File: config.mk
export PLATFORM = sky130hd
export DESIGN_NAME = param_reg_array
export DESIGN_NICKNAME = d
export VERILOG_FILES = /design/src/rtl/param_reg_array.sv
export SDC_FILE = /design/constraint.sdc
export NUM_CORES = 2
export LEC_CHECK = 0
export BUFFER_PORTS_ARGS = -buffer_cell sky130_fd_sc_hd__buf_4
export CORE_MARGIN = 5
export CORE_UTILIZATION = 40
export DETAILED_ROUTE_END_ITERATION = 10
export PLACE_DENSITY_LB_ADDON = 0.12
export SYNTH_ARGS = -nofsm -noshare
export SYNTH_HDL_FRONTEND = slang
export SYNTH_SLANG_ARGS = --single-unit
File: constraint.sdc
create_clock -name clock -period 2.6 [get_ports clock]
set_clock_uncertainty 0.2 [all_clocks]
set_input_delay 0.13 -clock clock [delete_from_list [all_inputs] [get_ports clock]]
set_output_delay 0.13 -clock clock [all_outputs]
set_load 0.01 [all_outputs]
File: src/rtl/param_reg_array.sv
`default_nettype none
// ============================================================================
// Module   : param_reg_array
// Purpose  : Parametrised decode-stage register file. Writes carry per-byte
//            enables and are staged one edge before they commit to the bank.
//            Read addresses are also staged, and reads are combinational from
//            the staged state. A write that is staged at the same time as a
//            matching read address is byte-merge forwarded to that read port.
//            Entry 0 can be hardwired to zero. The asynchronous reset clears
//            all state, including the bank.
// Revision : 1.0 - initial parametrised release
// ----------------------------------------------------------------------------
// Parameters
//   WIDTH     data width in bits (multiple of 8)
//   AW        address width, 2**AW entries
//   NRD       number of read ports (1..4)
//   ZERO_REG  1: entry 0 reads as zero and ignores writes
// Ports
//   clock       in   1          rising-edge clock
//   rst_n       in   1          asynchronous active-low reset
//   pause       in   1          stall: holds write and read staging
//   rd_clk_cls  in   1          holds read-address staging only
//   wren        in   1          write request
//   wraddress   in   AW         write address
//   data        in   WIDTH      write data
//   be          in   WIDTH/8    byte enables, bit k -> data[8k+7:8k]
//   rdaddress   in   NRD*AW     read addresses, port i at [i*AW +: AW]
//   q           out  NRD*WIDTH  read data, port i at [i*WIDTH +: WIDTH]
// ============================================================================
module param_reg_array #(
  parameter int unsigned WIDTH    = 32,
  parameter int unsigned AW       = 5,
  parameter int unsigned NRD      = 2,
  parameter bit          ZERO_REG = 1'b1
) (
  input  logic                 clock,
  input  logic                 rst_n,
  input  logic                 pause,
  input  logic                 rd_clk_cls,
  input  logic                 wren,
  input  logic [AW-1:0]        wraddress,
  input  logic [WIDTH-1:0]     data,
  input  logic [WIDTH/8-1:0]   be,
  input  logic [NRD*AW-1:0]    rdaddress,
  output logic [NRD*WIDTH-1:0] q
);

  localparam int unsigned c_nbytes = WIDTH / 8;
  localparam int unsigned c_depth  = 2 ** AW;

  // Staged write request
  logic [WIDTH-1:0]    r_data;
  logic [AW-1:0]       r_wraddress;
  logic [c_nbytes-1:0] r_be;
  logic                r_wren;

  // Staged read addresses, one per port
  logic [AW-1:0]       r_rdaddress [NRD];

  // Storage
  logic [WIDTH-1:0]    r_bank [c_depth];

  // A staged write to entry 0 is dropped when entry 0 is hardwired.
  logic                w_commit;
  assign w_commit = r_wren && !(ZERO_REG && (r_wraddress == '0));

  // --------------------------------------------------------------------------
  // Write staging: frozen by pause.
  // --------------------------------------------------------------------------
  always_ff @(posedge clock or negedge rst_n) begin
    if (!rst_n) begin
      r_data      <= '0;
      r_wraddress <= '0;
      r_be        <= '0;
      r_wren      <= 1'b0;
    end else if (!pause) begin
      r_data      <= data;
      r_wraddress <= wraddress;
      r_be        <= be;
      r_wren      <= wren;
    end
  end

  // --------------------------------------------------------------------------
  // Read-address staging: frozen by either pause or rd_clk_cls.
  // --------------------------------------------------------------------------
  always_ff @(posedge clock or negedge rst_n) begin
    if (!rst_n) begin
      for (int i = 0; i < NRD; i++) begin
        r_rdaddress[i] <= '0;
      end
    end else if (!pause && !rd_clk_cls) begin
      for (int i = 0; i < NRD; i++) begin
        r_rdaddress[i] <= rdaddress[i*AW +: AW];
      end
    end
  end

  // --------------------------------------------------------------------------
  // Commit. Deliberately not gated by pause: a write staged before a stall
  // still lands. While the stall lasts, the same write is re-applied on every
  // edge with identical data, which leaves the bank unchanged.
  // --------------------------------------------------------------------------
  always_ff @(posedge clock or negedge rst_n) begin
    if (!rst_n) begin
      for (int e = 0; e < c_depth; e++) begin
        r_bank[e] <= '0;
      end
    end else if (w_commit) begin
      for (int k = 0; k < c_nbytes; k++) begin
        if (r_be[k]) begin
          r_bank[r_wraddress][8*k +: 8] <= r_data[8*k +: 8];
        end
      end
    end
  end

  // --------------------------------------------------------------------------
  // Read ports. The bank word is overlaid with the enabled bytes of a staged
  // write to the same address. This makes a write visible on the edge where
  // it is staged, one edge before it reaches the bank.
  // --------------------------------------------------------------------------
  for (genvar i = 0; i < NRD; i++) begin : g_rd_port
    logic [AW-1:0]    w_addr;
    logic [WIDTH-1:0] w_bank_word;
    logic             w_hit;
    logic [WIDTH-1:0] w_q;

    assign w_addr      = r_rdaddress[i];
    assign w_bank_word = r_bank[w_addr];
    assign w_hit       = r_wren && (r_wraddress == w_addr);

    always_comb begin
      w_q = w_bank_word;
      if (w_hit) begin
        for (int k = 0; k < c_nbytes; k++) begin
          if (r_be[k]) begin
            w_q[8*k +: 8] = r_data[8*k +: 8];
          end
        end
      end
      // The forward path could otherwise expose a write aimed at entry 0.
      if (ZERO_REG && (w_addr == '0)) begin
        w_q = '0;
      end
    end

    assign q[i*WIDTH +: WIDTH] = w_q;
  end

endmodule
`default_nettype wire
# After elaboration in Yosys (flattened, before gate mapping)
# Cells that the tools add are included.
[word_totals]
output_inout_bits = 64
ff_bits = 1076
in_bits = 56
elab_cells = 95
[classes]
eq_ne = 2
mux = 37
order_cmp = 4
n_reduce_logical = 11
bitwise = 3
[ops]
columns = ["operator", "n"]
rows = [
  ["two-way mux 1024 bit", 7],
  ["bitwise mux 1024 bit", 4],
  ["demux 32 bit (select 5 bit)", 4],
  ["binary-select mux 32 bit (select 5 bit)", 2],
  ["two-way mux 32 bit", 9],
  ["two-way mux 8 bit", 9],
  ["two-way mux 24 bit", 1],
  [">= comparator 6 bit, second input constant", 3],
  ["NOT 5 -> 6 bit", 3],
  ["two-way mux 16 bit", 1],
  ["zero test 5 bit", 3],
  ["equality test 5 bit", 2],
  ["less-than comparator 6 x 1 -> 1 bit, second input constant", 1],
  ["logical AND 1 bit", 5],
  ["zero test 1 bit", 3],
]

# Longest topological paths before layout
[depth]
word_depth = 16
depth_mapped = 10
depth_no_buf = 5

# Worst setup path before layout
# Ideal clock, no wire load.
[synth_timing]
path_type = "register to output"
start = "reg r_rdaddress (netlist bit g_rd_port[1].w_addr[0])"
end = "out q[53]"
t_arrival_ns = 2.070
path_slack_ns = 0.200
n_path_buf = 3
t_required_ns = 2.270
stages_incl_launch_ff = 9
path_cell_list = "dfrtp_1 > buf_6 > buf_6 > buf_2 > mux4_2 > o211ai_1 > nand2_1 > a2111oi_0 > a21oi_1"
[synth_between]
elab_chain_len = 7
elab_cells_between_ends = 10
classes_between = "eq/ne: 1; mux: 6; bitwise: 1; reduce/logical: 2"
[synth_lines]
columns = ["item", "line", "source"]
rows = [
  ["start, declared", "58", "logic [AW-1:0] r_rdaddress [NRD];"],
  ["start signal, assigned by index", "94", "r_rdaddress[i] <= rdaddress[i*AW +: AW];"],
  ["NOT 5 -> 6 bit (not written as such)", "130", "assign w_bank_word = r_bank[w_addr];"],
  ["binary-select mux 32 bit (select 5 bit)", "130", ""],
  ["two-way mux 32 bit (not written as such) (2 in series)", "130", ""],
  ["two-way mux 8 bit", "137", "if (r_be[k]) begin"],
  ["two-way mux 32 bit", "135", "if (w_hit) begin"],
  ["two-way mux 32 bit *", "143", "if (ZERO_REG && (w_addr == '0)) begin"],
  ["end, declared", "45", "output logic [NRD*WIDTH-1:0] q"],
]
# Every way passes the cells marked *; elsewhere a longest branch is shown, timed or not. The select of a mux whose other input is x is not followed.

# Worst setup path after layout
# Ends and elaborated chain as after synthesis.

==> impl_metrics.env <==
export IMPL_grt_pass1_wl_um=333100
export IMPL_yosys_mux_area_fraction_pct=38.57
export IMPL_synth_edff_count=0
export IMPL_firstDrtPassIters=5
export IMPL_htreeDepth=4
export IMPL_fillCellCount=12520
export IMPL_tns_ns=-58.60
export IMPL_clkSinkCount=1076
export IMPL_hp_start="r_bank[996]$_DFFE_PN0P_"
export IMPL_postPlaceCellArea_sq_um=66740
export IMPL_fmax_mhz=277.5
export IMPL_cts_buffers=132
export IMPL_die_w_um=395.4
export IMPL_cp_slowest_cell="mux4_2"
export IMPL_wirelength_um=231600
export IMPL_core_region_area_sq_um=147700
export IMPL_gp_congestion=0.9115
export IMPL_syn_num_nets=4441
export IMPL_async_flop_share_pct=100.0
export IMPL_synth_warnings=0
export IMPL_worstSkewPairLatency_ns=0.78
export IMPL_rsz0062_at_grt="yes"
export IMPL_holdWs_ns=0.1941
export IMPL_pwr_share_clk_pct=29.4
export IMPL_die_h_um=395.4
export IMPL_cts_tree="yes"
export IMPL_viasPerCell=6.168
export IMPL_synth_seq_cells=1076
export IMPL_synth_top_area_share_pct=45.33
export IMPL_post_synth_fa_ha_maj_area_fraction_pct=0
export IMPL_via_count=44450
export IMPL_wl_per_cell_um=32.14
export IMPL_fin_crit_sh_pct=138.6
export IMPL_synthCells=4385
export IMPL_cp_max_fo=7
export IMPL_p_seq_share_pct=36.8
export IMPL_fin_area_sq_um=78210
export IMPL_synth_area_sq_um=59400
export IMPL_p_leak_nw=34.46
export IMPL_startpoint="g_rd_port[1].w_addr[0]$_DFFE_PN0P_"
export IMPL_final_hold_violation_count=0
export IMPL_p_int_mw=43.40
export IMPL_multi_input_area_sq_um=32820
export IMPL_antenna_found_initial=9
export IMPL_post_route_util_pct=52.96
export IMPL_tightest_slew_ns=0.8800
export IMPL_cts_root_buf="clkbuf_16"
export IMPL_dieArea_sq_um=156300
export IMPL_drv_cap=0
export IMPL_timing_final_max_slew_violations=0
export IMPL_ys_types=85
export IMPL_ir_drop_mv=0.6120
export IMPL_clkTransAtPathRegs_ns=0.06
export IMPL_dp_hpwl_um=155200
export IMPL_synth_simple_area_share_pct=4.910
export IMPL_overflow=0
export IMPL_synth_xor_area_share_pct=0.2022
export IMPL_ys_seq_area_share_pct=45.33
export IMPL_critPathCaptureType="output pin"
export IMPL_fin_crit_ns=3.603
export IMPL_finalSetupViolations=64
export IMPL_critPathArrivalTime_ns=3.27
export IMPL_synth_top_family_by_area="multiplexers"
export IMPL_ys_flop_type="dfrtp_1"
export IMPL_drcViolationCount=0
export IMPL_p_comb_share_pct=33.8
export IMPL_initial_utilization_pct=40.23
export IMPL_grt_pass1_vias=45200
export IMPL_cp_common_cell="buf_12"
export IMPL_drive_above_1_share_pct=55.01
export IMPL_outcome="complete, but fails checks"
export IMPL_p_per_area_nw_per_um2=822.1
export IMPL_synthTopCellsByArea="dfrtp_1 (45%), mux2_2 (19%), mux4_2 (12%)"
export IMPL_drtIter0Drc=4127
export IMPL_synth_common_cells="dfrtp_1 (1076), mux2_2 (989), mux2i_1 (379)"
export IMPL_hp_class="register to register"
export IMPL_regToRegStartpoint="r_wraddress[1]$_DFFE_PN0N_"
export IMPL_grt_max_degree=90
export IMPL_rows=141
export IMPL_grt_usage_pct=29.05
export IMPL_path_class="register to output pin"
export IMPL_fin_ws_ns=-1.003
export IMPL_violations="negative setup slack"
export IMPL_swShare_pct=32.50
export IMPL_clk_path_buf_depth=3
export IMPL_maxSlewHeadroom_pct=41.33
export IMPL_postSynthAreaPerCell_sq_um=13.55
export IMPL_io_pins=120
export IMPL_nets=5233
export IMPL_drtAntennaViolNets=0
export IMPL_required_ns=2.27
export IMPL_synth_most_common_cell="dfrtp_1"
export IMPL_numPortBuffers=119
export IMPL_syn2layout_area_growth_pct=31.65
export IMPL_crit_path_start_kind="register"
export IMPL_synth_compound_area_share_pct=7.323
export IMPL_switchingPower_mw=20.90
export IMPL_synth_largest_area_cell="dfrtp_1"
export IMPL_total_power_mw=64.30
export IMPL_regArea_sq_um=26960
export IMPL_cp_cell_sequence="buf_12, buf_12, buf_12, mux4_2, and3_1, a2111oi_4, buf_4, a21oi_4, buf_6"
export IMPL_slowest_delay_ns=0.54
[routing by layer]
layer	track usage [%]	vias to the layer above	routed length, um
met1	42.14	23800	103100
met2	43.82	1731	103200
met4	10.25	2	9046
met5	0	-	7
li1	-	18470	-
met3	5.348	442	16130
[final timing paths]
kind                                                 to  slack [ns]  depth (start not counted)
worst max-delay path                              q[53]       -1.00                          9
worst min register to register  r_bank[996]$_DFFE_PN0P_        0.19                          0
worst max register to register  r_bank[239]$_DFFE_PN0P_        0.01                          8
min in group asynchronous       r_bank[479]$_DFFE_PN0P_        0.26                          4
worst min-delay path            r_bank[996]$_DFFE_PN0P_        0.19                          0
max in group asynchronous       r_bank[949]$_DFFE_PN0P_        0.90                          6
[final cells by class]
type / count / area share, %
Antenna cell: 1 / 0.003200
Tap cell: 1930 / 3.088
Multi-Input combinational cell: 2894 / 41.96
Timing Repair Buffer: 1055 / 14.76
Inverter: 18 / 0.09279
Sequential cell: 1076 / 34.48
Clock inverter: 46 / 0.7376
Clock buffer: 186 / 4.884
[cells by family (layout without fill, tap and decap cells)]
family                 after synthesis  after routing
buffers and inverters              415           1305
XOR/XNOR                            12             12
AND/OR/NAND/NOR                    518            518
multiplexers                      1761           1761
other                                0              1
AO/OA/AOI/OAI                      603            603
flip-flops                        1076           1076
[sequential cells by signal, summed over array words and instances (netlist names)]
name,flops
r_bank,1024
r_data,32
g_rd_port.w_addr,10
r_wraddress,5
r_be,4
r_wren,1
[power by group through the flow]
| stage | logic [mW] | clock network (mW) | registers [mW] |
|---|---|---|---|
| global placement | 18.1 | 0 | 23.7 |
| detailed placement | 18.3 | 0 | 23.8 |
| floorplan | 11.8 | 0 | 22.6 |
| global route | 22.8 | 19.9 | 24.1 |
| finish | 21.7 | 18.9 | 23.6 |
| CTS | 20.8 | 19.2 | 23.5 |
[per-stage QoR]
step / setup WS [ns] / cells
floorplan: 0.1996 / 4385
detailed placement: -0.7521 / 6650
finish: -1.003 / 7206
global placement: -0.7287 / 6650
global route: -1.074 / 7205
CTS: -1.042 / 7153
[worst max-delay path, delay by kind of cell (launching register included)]
| family | cells | cell delay [ns] |
|---|---|---|
| buffers and inverters | 5 | 0.81 |
| DFF | 1 | 0.49 |
| AOI/OAI and AO/OA | 2 | 0.37 |
| muxes | 1 | 0.54 |
| and+or+nand+nor | 1 | 0.25 |
[what timing repair did]
item                                    in CTS  in global routing
gates cloned                                20                  6
setup buffers                              114                 73
gates resized for setup                    558                223
endpoints found under the setup margin     873                270
endpoints found under the hold margin     1128                  0
hold buffers                               153                  0
pin swaps                                  178                141
[placed cells by master, fill, tap and decap left out, types with 11 or more instances in the layout]
cell type,n
dfrtp_1,1063
mux2_2,982
buf_4,591
mux2i_1,369
mux4_2,316
buf_12,166
dlygate4sd3_1,152
clkbuf_16,141
nor2_4,124
nand2_1,109
buf_6,93
mux2_1,77
a221oi_1,59
a221oi_2,56
nor2_1,55
a21oi_1,51
o21ai_1,44
nand3_1,43
o21ai_0,42
o21ai_2,37
a221o_1,30
o211ai_1,30
a21oi_2,29
clkbuf_1,26
clkinv_2,25
clkbuf_8,25
nor3_1,23
a22oi_1,21
buf_8,21
buf_16,20
o22ai_1,19
and3_1,19
a31oi_1,15
nand2b_1,15
nor2_2,15
a2111oi_4,12
inv_1,12
o22a_1,12
o22ai_2,12
a32o_2,11
Power figures use the tool's default switching activity.
